### src/rtl/inst_mem_loader_if.sv
// Host-side byte stream, instruction-memory write port and CPU control signals
// for the instruction-memory loader.
interface inst_mem_loader_if #(
  parameter int ADDR_W = 10
);
  logic              start;
  logic [ADDR_W:0]   word_count;
  logic [7:0]        in_byte;
  logic              in_valid;
  logic              in_ready;
  logic              mem_we;
  logic [ADDR_W-1:0] mem_addr;
  logic [31:0]       mem_wdata;
  logic              cpu_hold;
  logic              done;
  logic [15:0]       checksum;

  // Master drives the load request and byte stream; slave is the loader.
  modport master (
    output start, word_count, in_byte, in_valid,
    input  in_ready, mem_we, mem_addr, mem_wdata, cpu_hold, done, checksum
  );

  modport slave (
    input  start, word_count, in_byte, in_valid,
    output in_ready, mem_we, mem_addr, mem_wdata, cpu_hold, done, checksum
  );
endinterface

### src/rtl/inst_mem_loader.sv
// Serial-to-word instruction-memory loader: assembles big-endian 32-bit words
// from a byte stream, writes them in order and holds the CPU until loaded.
module inst_mem_loader #(
  parameter int ADDR_W = 10,
  parameter int DEPTH  = 1024
) (
  input  logic              clock,
  input  logic              reset_n,
  inst_mem_loader_if.slave  bus
);

  typedef enum logic [1:0] {
    S_IDLE  = 2'd0,
    S_RECV  = 2'd1,
    S_WRITE = 2'd2,
    S_DONE  = 2'd3
  } state_t;

  localparam logic [ADDR_W:0] DEPTH_C = (ADDR_W + 1)'(DEPTH);

  state_t            state_q, state_d;
  logic [ADDR_W:0]   count_q, count_d;
  logic [ADDR_W:0]   word_idx_q, word_idx_d;
  logic [1:0]        byte_idx_q, byte_idx_d;
  logic [15:0]       checksum_q, checksum_d;
  logic              loaded_q, loaded_d;
  logic [ADDR_W-1:0] addr_q, addr_d;
  logic [31:0]       wdata_q, wdata_d;

  logic              accept;
  logic [ADDR_W:0]   clamped_count;
  logic [ADDR_W:0]   word_idx_inc;
  logic [31:0]       assembled;

  assign accept        = (state_q == S_RECV) && bus.in_valid;
  assign clamped_count = (bus.word_count > DEPTH_C) ? DEPTH_C : bus.word_count;
  assign word_idx_inc  = word_idx_q + 1'b1;

  // Bytes 0..2 of the current word are parked in lane registers; byte 3 goes
  // straight from the input into the assembled word.
  for (genvar gi = 0; gi < 3; gi++) begin : lane_g
    logic [7:0] lane_q;

    always_ff @(posedge clock or negedge reset_n) begin
      if (!reset_n) begin
        lane_q <= 8'h00;
      end else if (accept && (byte_idx_q == 2'(gi))) begin
        lane_q <= bus.in_byte;
      end
    end
  end

  assign assembled = {lane_g[0].lane_q, lane_g[1].lane_q, lane_g[2].lane_q, bus.in_byte};

  always_ff @(posedge clock or negedge reset_n) begin
    if (!reset_n) begin
      state_q    <= S_IDLE;
      count_q    <= '0;
      word_idx_q <= '0;
      byte_idx_q <= 2'd0;
      checksum_q <= 16'h0000;
      loaded_q   <= 1'b0;
      addr_q     <= '0;
      wdata_q    <= 32'h0000_0000;
    end else begin
      state_q    <= state_d;
      count_q    <= count_d;
      word_idx_q <= word_idx_d;
      byte_idx_q <= byte_idx_d;
      checksum_q <= checksum_d;
      loaded_q   <= loaded_d;
      addr_q     <= addr_d;
      wdata_q    <= wdata_d;
    end
  end

  always_comb begin
    state_d      = state_q;
    count_d      = count_q;
    word_idx_d   = word_idx_q;
    byte_idx_d   = byte_idx_q;
    checksum_d   = checksum_q;
    loaded_d     = loaded_q;
    addr_d       = addr_q;
    wdata_d      = wdata_q;
    bus.in_ready = 1'b0;
    bus.mem_we   = 1'b0;
    bus.cpu_hold = 1'b1;
    bus.done     = 1'b0;

    unique case (state_q)
      S_IDLE: begin
        // The CPU runs freely only once a load has completed since reset.
        bus.cpu_hold = ~loaded_q;
        if (bus.start) begin
          count_d    = clamped_count;
          word_idx_d = '0;
          byte_idx_d = 2'd0;
          checksum_d = 16'h0000;
          state_d    = (clamped_count == '0) ? S_DONE : S_RECV;
        end
      end

      S_RECV: begin
        bus.in_ready = 1'b1;
        if (bus.in_valid) begin
          checksum_d = checksum_q + {8'h00, bus.in_byte};
          byte_idx_d = byte_idx_q + 2'd1;
          if (byte_idx_q == 2'd3) begin
            addr_d  = word_idx_q[ADDR_W-1:0];
            wdata_d = assembled;
            state_d = S_WRITE;
          end
        end
      end

      S_WRITE: begin
        bus.mem_we = 1'b1;
        word_idx_d = word_idx_inc;
        state_d    = (word_idx_inc == count_q) ? S_DONE : S_RECV;
      end

      S_DONE: begin
        bus.cpu_hold = 1'b0;
        bus.done     = 1'b1;
        loaded_d     = 1'b1;
        state_d      = S_IDLE;
      end

      default: begin
        state_d = S_IDLE;
      end
    endcase
  end

  // Address and data are registered so they hold between write strobes.
  assign bus.mem_addr  = addr_q;
  assign bus.mem_wdata = wdata_q;
  assign bus.checksum  = checksum_q;

endmodule

### src/flat_wrapper.sv
// flat-port wrapper written by rule: the top's interface ports become plain ports
module inst_mem_loader_flat 
#(
  parameter int ADDR_W = 10,
  parameter int DEPTH  = 1024
)
  (clock, reset_n, bus_start, bus_word_count, bus_in_byte, bus_in_valid, bus_in_ready, bus_mem_we, bus_mem_addr, bus_mem_wdata, bus_cpu_hold, bus_done, bus_checksum);
  inst_mem_loader_if #(.ADDR_W(ADDR_W)) bus_i ();
  input  logic clock;
  input  logic reset_n;
  input wire logic [$bits(bus_i.start)-1:0] bus_start;
  input wire logic [$bits(bus_i.word_count)-1:0] bus_word_count;
  input wire logic [$bits(bus_i.in_byte)-1:0] bus_in_byte;
  input wire logic [$bits(bus_i.in_valid)-1:0] bus_in_valid;
  output wire logic [$bits(bus_i.in_ready)-1:0] bus_in_ready;
  output wire logic [$bits(bus_i.mem_we)-1:0] bus_mem_we;
  output wire logic [$bits(bus_i.mem_addr)-1:0] bus_mem_addr;
  output wire logic [$bits(bus_i.mem_wdata)-1:0] bus_mem_wdata;
  output wire logic [$bits(bus_i.cpu_hold)-1:0] bus_cpu_hold;
  output wire logic [$bits(bus_i.done)-1:0] bus_done;
  output wire logic [$bits(bus_i.checksum)-1:0] bus_checksum;
  assign bus_i.start = bus_start;
  assign bus_i.word_count = bus_word_count;
  assign bus_i.in_byte = bus_in_byte;
  assign bus_i.in_valid = bus_in_valid;
  assign bus_in_ready = bus_i.in_ready;
  assign bus_mem_we = bus_i.mem_we;
  assign bus_mem_addr = bus_i.mem_addr;
  assign bus_mem_wdata = bus_i.mem_wdata;
  assign bus_cpu_hold = bus_i.cpu_hold;
  assign bus_done = bus_i.done;
  assign bus_checksum = bus_i.checksum;
  inst_mem_loader #(.ADDR_W(ADDR_W), .DEPTH(DEPTH)) u_core (.clock(clock), .reset_n(reset_n), .bus(bus_i));
endmodule
### config.mk
export PLATFORM = sky130hd
export DESIGN_NAME = inst_mem_loader_flat
export DESIGN_NICKNAME = d
export VERILOG_FILES = /design/src/rtl/inst_mem_loader_if.sv /design/src/rtl/inst_mem_loader.sv /design/src/flat_wrapper.sv
export SDC_FILE = /design/constraint.sdc
export NUM_CORES = 1
export LEC_CHECK = 0
export CORE_MARGIN = 4
export CORE_UTILIZATION = 50
export DETAILED_ROUTE_END_ITERATION = 16
export GPL_TIMING_DRIVEN = 0
export PLACE_DENSITY_LB_ADDON = 0.1
export SETUP_SLACK_MARGIN = 0.5
export SLEW_MARGIN = 20
export SYNTH_ARGS = -nofsm -noshare
export SYNTH_HDL_FRONTEND = slang
export SYNTH_SLANG_ARGS = --single-unit
### constraint.sdc
create_clock -name clock -period 3.9 [get_ports clock]
set_clock_uncertainty 0.2 [all_clocks]
set_input_delay 1.17 -clock clock [delete_from_list [all_inputs] [get_ports clock]]
set_output_delay 1.17 -clock clock [all_outputs]
set_load 0.05 [all_outputs]
After elaboration in Yosys (flattened, before gate mapping)
Cells that the tools add are included.

word-level totals
  output and inout port bits = 62
  word-level logic and storage cells = 59
  flip-flop bits (word level) = 109

operators by class
  add/sub/neg operators = 3
  reduce and logical (&&, ||, !) cells = 14
  $lt $le $gt $ge = 1
  bitwise gates (word level) = 1
  mux-type cells = 19
  eq/ne operators = 10

operators with widths
  cell                     number
  $mux W16                 2
  $pmux W16 S2             1
  $mux W11                 2
  $pmux W11 S2             1
  $add A16 B8 Y16          1
  $mux W2                  7
  $add A11 B1 Y11 const B  1
  $eq A11 B11 Y1           1
  $gt A11 B11 Y1 const B   1
  $logic_not A11 Y1        1
  $reduce_and A3 Y1        3
  $eq A2 B2 Y1 const B     4
  $pmux W2 S4              1
  $ne A2 B2 Y1 const B     3
  $eq A2 B1 Y1 const B     2
  $logic_and A1 B1 Y1      4
  $logic_not A2 Y1         2
  $pmux W2 S2              1
  $reduce_and A2 Y1        2
  $reduce_bool A2 Y1       2
  $mux W1                  3
  $add A2 B1 Y2 const B    1
  $pmux W1 S2              1
  $not A1 Y1               1

Logic depth before layout (Yosys ltp)
Gate-level depths: netlist of run 1.

  depth after elaboration = 6
  mapped depth = 8

Least setup slack after synthesis of run 1
No wires, ideal clock.

  path type = register -> output
  start = reg u_core.state_q[1]
  end = out bus_cpu_hold
  data required time = 2.530 ns
  setup slack = 0.929 ns
  arrival = 1.601 ns
  stages on the path, launching flop included = 3
  path buffers = 0
  cell sequence = dfrtp_1 > and2_1 > a21oi_1

on the way
  cells in the longest elaborated chain, start to end = 2
  elaborated cells on any way between the ends = 3

RTL lines
  item                                                     RTL line               RTL
  start, declared                                          inst_mem_loader.sv:21  state_t state_q, state_d;
  start signal, assigned                                   inst_mem_loader.sv:66  state_q <= state_d;
  $eq A2 B2 Y1 / $logic_not A2 Y1 (equally long branches)  inst_mem_loader.sv:91  unique case (state_q)
  $pmux W1 S2 (*)                                          inst_mem_loader.sv:91
  end, declared                                            flat_wrapper.sv:19     output wire logic [$bits(bus_i.cpu_hold)-1:0] bus_cpu_hold;

Mark *: on every way between the ends. The rest lies on a longest branch, timed or not.

Worst setup path in the final report of run 1
  start = in bus_in_byte[0]
  end = reg u_core.checksum_q[12] (netlist: u_core.bus.checksum[12])

on the way
  cells in the longest elaborated chain, start to end = 3

RTL lines
  item                  RTL line                RTL
  start, declared       flat_wrapper.sv:13      input wire logic [$bits(bus_i.in_byte)-1:0] bus_in_byte;
  $add A16 B8 Y16       inst_mem_loader.sv:107  checksum_d = checksum_q + {8'h00, bus.in_byte};
  $mux W16              inst_mem_loader.sv:106  if (bus.in_valid) begin
  $pmux W16 S2          inst_mem_loader.sv:91
  end signal, assigned  inst_mem_loader.sv:70   checksum_q <= checksum_d;
  end, declared         inst_mem_loader.sv:25   logic [15:0] checksum_q, checksum_d;

No other way between the ends. The select of a mux whose other input is x is not followed.
A chain may end at the register's enable or synchronous reset.

==> results.sh, run 1 <==
export IMPL_run_status="finished clean"
export IMPL_synth_cell_area_um2=5140
export IMPL_gp_congestion=0.902
export IMPL_final_hold_viol_count=0
export IMPL_rows=36
export IMPL_grtUsageTotal_pct=20.8
export IMPL_startpoint_type="input pin"
export IMPL_n_fill_cell=790
export IMPL_avgSynthCellArea_um2=11.3
export IMPL_routed_wl_um=11700
export IMPL_period_needed_ns=3.30
export IMPL_synth_seq_area_share_pct=53.1
export IMPL_clock_latency_ns=0.38
export IMPL_antenna_cells=0
export IMPL_cp_required_ns=3.96
export IMPL_ys_async_sr_fraction_pct=100
export IMPL_slew_violations=0
export IMPL_crit_fanout=5
export IMPL_ys_flop_type="dfrtp_1"
export IMPL_post_route_period_util_pct=84.7
export IMPL_critical_path_class="input pin to flip-flop"
export IMPL_tritoncts="yes"
export IMPL_setup_viol=0
export IMPL_die_x_um=109
export IMPL_hold_path_class="flip-flop to flip-flop"
export IMPL_yosysWarnings=0
export IMPL_wire_per_inst_um=17.0
export IMPL_drt_iter0_markers=143
export IMPL_ys_ff_latch=109
export IMPL_core_um2=9910
export IMPL_via_per_inst=5.59
export IMPL_io_buffers=84
export IMPL_drc=0
export IMPL_cts_buffers=9
export IMPL_worst_slew_pin_slew_ns=0.729
export IMPL_holdPathStages=1
export IMPL_ant_nets=0
export IMPL_cts_hold_buf=0
export IMPL_clk_path_buf_depth=2
export IMPL_rsz0062_at_grt="no"
export IMPL_postLayoutCoreUtil_pct=64.7
export IMPL_powerDensity_nw_per_um2=797
export IMPL_vdd_drop_max_uv=577
export IMPL_num_vias=3837
export IMPL_dp_hpwl_um=8390
export IMPL_hold_end="u_core.loaded_q$_DFFE_PN0P_"
export IMPL_cp_arrival_ns=3.36
export IMPL_hold_start="u_core.loaded_q$_DFFE_PN0P_"
export IMPL_cap_viol_max_count=0
export IMPL_fin_ws_ns=0.597
export IMPL_synth_edf_count=0
export IMPL_die_area_um2=12000
export IMPL_synth_cells=453
export IMPL_worstRegToRegCells=8
export IMPL_max_freq_mhz=303
export IMPL_grt_max_degree=59
export IMPL_yosys_area_top_type="dfrtp_1"
export IMPL_r2r_setup_slack_ns=1.30
export IMPL_cts_clk_slew_worst_paths_ns=0.13
export IMPL_grt_pass1_vias=3832
export IMPL_dr_pass1_iters=4
export IMPL_final_nets=586
export IMPL_yosysTopAreaCellShare_pct=53.1
export IMPL_r2r_end="u_core.state_q[1]$_DFFE_PN0P_"
export IMPL_grt_pass1_wl_um=19400
export IMPL_ios=85
export IMPL_slew_headroom_pct=51.2
export IMPL_endpoint_kind="flip-flop"
export IMPL_htree_levels=3
export IMPL_r2r_start="u_core.word_idx_q[0]$_DFFE_PN0P_"
export IMPL_fp_dieH_um=109
export IMPL_grt_overflow=0
export IMPL_root_buffer="clkbuf_8"
export IMPL_synth_distinct_cells=51
export IMPL_synthTopCellsByArea="dfrtp_1, mux2_2, o21ai_0, ha_1, nand2_1"
export IMPL_syn_nets=490
export IMPL_post_cts_setup_buffer_count=0
export IMPL_pre_cts_slack_ns=0.0496
export IMPL_clock_sinks=109
export IMPL_drive_gt1_share_pct=16.2
export IMPL_syn2layout_area_growth_pct=24.8
export IMPL_start_util_pct=51.8
export IMPL_antenna_found_initial=0
export IMPL_total_leakage_power_nw=2.77
stage by stage:
stage	instances	setup TNS, ns	area, µm²	hold WS, ns	power, mW
finish	687	0	6410	0.291	5.11
global route	687	0	6410	0.303	5.41
CTS	687	0	6400	0.290	5.14
detailed placement	671	0	6170	0.263	4.39
global placement	670	-287.07	6140	0.252	4.32
floorplan	453	0	5140	0.240	3.56
registers in the layout (all words and copies together) (netlist names):
signal / count
u_core.bus.mem_wdata: 32
u_core.count_q: 11
u_core.word_idx_q: 11
u_core.lane_g.lane_q: 24
u_core.byte_idx_q: 2
u_core.bus.checksum: 16
u_core.bus.mem_addr: 10
u_core.state_q: 2
u_core.loaded_q: 1
critical path, cell delays in order:
cell and delay (ns):
clkdlybuf4s50_1 0.54, ha_1 0.29, fa_1 0.42, a21oi_1 0.26, o2111ai_1 0.28, nand4_1 0.18
xor2_1 0.17, nor2_1 0.06
per-layer routing:
| metal | vias up | GRT usage [%] | wire length (µm) |
|---|---|---|---|
| met5 | - | 0 | 0 |
| met4 | 0 | 5.79 | 150 |
| met3 | 16 | 2.99 | 562 |
| met2 | 114 | 32.3 | 5380 |
| met1 | 1881 | 30.6 | 5560 |
| li1 | 1826 | - | - |
kinds of logic (layout without fill, tap and decap cells):
group,count (synthesis),count (layout),synth area share [%]
flops,109,109,53.1
xor+xnor,20,20,3.41
simple gates,125,125,12.4
fa+ha+maj,14,14,3.56
buf+inv,28,129,2.24
mux,64,64,14.0
compound gates,93,93,11.3
repair_timing:
action / 4_1_cts / 5_1_grt
cloned: 0 / 0
setup endpoints to repair: 3 / 4
gates resized for setup: 5 / 3
how the worst max path moves through the flow:
stage	slack, ns	from	endpoint	cells past startpoint
2_1_floorplan	0.93	u_core.state_q[1]$_DFFE_PN0P_	bus_cpu_hold	2
5_1_grt	0.51	bus_in_byte[0]	u_core.bus.checksum[15]$_DFFE_PN0P_	7
4_1_cts	0.51	u_core.state_q[0]$_DFFE_PN0P_	bus_in_ready	2
3_3_place_gp	-2.64	reset_n	u_core.count_q[10]$_DFFE_PN0P_	1
6_report	0.60	bus_in_byte[0]	u_core.bus.checksum[12]$_DFFE_PN0P_	8
3_5_place_dp	0.05	bus_in_byte[1]	u_core.bus.checksum[13]$_DFFE_PN0P_	7
cells in the mapped netlist, types with 8 or more instances:
cell type    n
o21ai_0     42
ha_1        13
clkbuf_1    17
inv_1        8
mux2_2      64
nand2b_1    13
xnor2_1      8
dfrtp_1    109
xor2_1      12
nor2_1      18
nand2_1     41
a21oi_1     13
nand3_1     15
report_power, final:
part           internal (mW)  total [mW]  switching, mW
clock                  0.279       0.749          0.471
sequential              1.56        1.86          0.294
combinational          0.976        2.50           1.53
total                   2.82        5.11           2.29
placed cells by master (no fill, tap or decap), drive strengths merged, types with 3 or more instances in the layout:
cell	n
clkbuf	26
a211oi	5
ha	13
or3	3
dlymetal6s2s	3
a31oi	4
xor2	12
buf	5
and3	3
nand3	15
nand4	6
inv	15
a21oi	13
nand2	41
nor3	5
clkdlybuf4s50	79
a22o	3
and2	5
nor2	18
nand2b	13
xnor2	8
a32oi	3
dfrtp	109
o31ai	5
nand4b	3
o21ai	44
mux2	64
area by class of cell:
cell class / count / area, µm² / share of cell area, %
Buffer: 20 / 86.3 / 1.35
Clock buffer: 9 / 124 / 1.93
Clock inverter: 7 / 96.3 / 1.50
Inverter: 8 / 30.0 / 0.468
Multi-Input combinational cell: 316 / 2300 / 35.9
Sequential cell: 109 / 2730 / 42.6
Tap cell: 133 / 166 / 2.60
Timing Repair Buffer: 85 / 878 / 13.7
(Power assumes the default switching activity.)
==> inputs of run 2 (changes only) <==
- clock period: 3.9 -> 3.35 ns (I/O delays scaled with it)
==> run 2 against run 1 <==
Global-route usage increased by 0.11 points. Final cell count increased by 0.58%. Register-to-register slack got worse by 0.54 ns. Clock power increased by 16%. First-iteration DRC count increased by 26%. Die area unchanged. Wire length increased by 1.4%. Sequential share of layout area decreased by 0.80 points. Sequential cell count unchanged. Core utilization increased by 1.3 points. Worst setup slack got worse by 0.12 ns. Via count decreased by 0.21%. Critical endpoint is now bus_checksum[2]. Largest power group unchanged.
==> results.sh, run 2 (synthesis gave the netlist of run 1 again) <==
export IMPL_run_status="finished clean"
export IMPL_final_nets=590
export IMPL_final_hold_viol_count=0
export IMPL_total_leakage_power_nw=2.95
export IMPL_cts_clk_slew_worst_paths_ns=0.12
export IMPL_die_x_um=109
export IMPL_met1_length_um=5620
export IMPL_clock_latency_ns=0.38
export IMPL_syn2layout_area_growth_pct=27.2
export IMPL_path_cells="clkdlybuf4s50_1"
export IMPL_startpoint_type="flip-flop"
export IMPL_start_util_pct=51.8
export IMPL_via_per_inst=5.54
export IMPL_cp_slowest_cell="clkdlybuf4s50_1"
export IMPL_gp_congestion=0.902
export IMPL_ant_nets=0
export IMPL_dr_max_layer_used="met4"
export IMPL_grt_max_degree=59
export IMPL_antenna_cells=0
export IMPL_max_stage_delay_ns=0.85
export IMPL_max_freq_mhz=349
export IMPL_rsz0062_at_grt="yes"
export IMPL_postLayoutCoreUtil_pct=65.9
export IMPL_drc=0
export IMPL_io_buffers=84
export IMPL_clock_sinks=109
export IMPL_die_area_um2=12000
export IMPL_ios=85
export IMPL_cts_buffers=9
export IMPL_grt_pass1_vias=3848
export IMPL_cts_hold_buf=0
export IMPL_dr_pass1_iters=5
export IMPL_antenna_found_initial=0
export IMPL_endpoint_kind="output pin"
export IMPL_core_um2=9910
export IMPL_vdd_drop_max_uv=626
export IMPL_cp_num_buf_inv=1
export IMPL_worst_slew_pin_slew_ns=0.706
export IMPL_powerDensity_nw_per_um2=925
export IMPL_largest_reg_flops=32
export IMPL_num_vias=3829
export IMPL_cp_top_family="buffers and inverters"
export IMPL_wire_per_inst_um=17.1
export IMPL_clk_path_buf_depth=2
export IMPL_slew_headroom_pct=52.7
export IMPL_dp_hpwl_um=8390
export IMPL_routed_wl_um=11800
export IMPL_drive_gt1_share_pct=19.5
export IMPL_n_fill_cell=789
export IMPL_final_cell_mix="dfrtp_1, mux2_2, clkdlybuf4s50_1"
export IMPL_slew_violations=0
export IMPL_tritoncts="yes"
export IMPL_regArea_um2=2730
export IMPL_period_needed_ns=2.87
export IMPL_setup_viol=0
export IMPL_cp_arrival_ns=1.66
export IMPL_root_buffer="clkbuf_8"
export IMPL_total_power_mw=6.04
export IMPL_grt_pass1_wl_um=19500
export IMPL_final_common_cell="dfrtp_1"
export IMPL_hold_path_class="flip-flop to flip-flop"
export IMPL_drt_iter0_markers=180
export IMPL_grt_overflow=0
export IMPL_cp_required_ns=2.14
export IMPL_cap_viol_max_count=0
export IMPL_post_route_period_util_pct=85.6
export IMPL_critical_path_class="flip-flop to output pin"
export IMPL_multi_input_area_um2=2380
export IMPL_htree_levels=3
export IMPL_crit_fanout=3
export IMPL_fp_dieH_um=109
export IMPL_dr_wl_met2_um=5520
export IMPL_rows=36
export IMPL_grtUsageTotal_pct=20.9
export IMPL_route_met3_wl_um=519
run 2: cell types whose count changed in the layout (fill, tap and decap cells not counted), sizes merged:
cell / delta
clkdlybuf4s15: +1
clkdlybuf4s50: -17
dlygate4sd2: +7
buf: +5
dlymetal6s2s: +8
run 2: power breakdown:
group / switching, mW / internal [mW] / leakage, nW
registers: 0.354 / 1.82 / 1.39
clock network: 0.547 / 0.324 / 0.111
logic: 1.80 / 1.20 / 1.45
run 2: path summary, 6_finish.rpt:
| kind | start | endpoint | slack (ns) | cells past startpoint |
|---|---|---|---|---|
| max | u_core.bus.checksum[2]$_DFFE_PN0P_ | bus_checksum[2] | 0.48 | 1 |
| min | u_core.loaded_q$_DFFE_PN0P_ | u_core.loaded_q$_DFFE_PN0P_ | 0.30 | 1 |
| max reg2reg | u_core.word_idx_q[0]$_DFFE_PN0P_ | u_core.state_q[1]$_DFFE_PN0P_ | 0.76 | 8 |
| min reg2reg | u_core.loaded_q$_DFFE_PN0P_ | u_core.loaded_q$_DFFE_PN0P_ | 0.30 | 1 |
| max in group asynchronous | reset_n | u_core.state_q[0]$_DFFE_PN0P_ | 1.93 | 2 |
| min in group asynchronous | reset_n | u_core.lane_g[1].lane_q[6]$_DFFE_PN0P_ | 0.35 | 1 |
run 2: area by class of cell:
cell class | count | share of cell area, %
Multi-Input combinational cell | 316 | 36.4
Clock buffer | 9 | 1.90
Inverter | 8 | 0.460
Tap cell | 133 | 2.55
Buffer | 20 | 1.38
Sequential cell | 109 | 41.8
Clock inverter | 7 | 1.47
Timing Repair Buffer | 89 | 14.1
run 2: what timing repair did:
action / CTS / global route
setup buffers: 0 / 4
gates resized for setup: 23 / 28
hold endpoints to repair: 0 / 0
pin swaps: 0 / 5
endpoints found under the setup margin: 18 / 50
run 2: per-stage QoR:
stage / cell area (µm²) / hold slack, ns / setup WS, ns / TNS [ns] / std cells
2_1_floorplan: 5140 / 0.240 / 0.544 / 0 / 453
3_3_place_gp: 6140 / 0.252 / -3.03 / -330.14 / 670
3_5_place_dp: 6170 / 0.263 / -0.335 / -1.18 / 671
4_1_cts: 6400 / 0.290 / 0.354 / 0 / 687
5_1_grt: 6540 / 0.303 / 0.408 / 0 / 691
6_report: 6540 / 0.295 / 0.481 / 0 / 691
run 2: metal layers:
metal	vias up	GRT usage, %
met5	-	0
met4	0	5.97
met3	17	2.99
met2	105	32.5
met1	1885	30.7
li1	1822	-
==> inputs of run 3 (changes only) <==
- SLEW_MARGIN: 20 -> 25
==> results of run 3 <==
No change in the layout: final DEF, timing and power equal those of run 2.
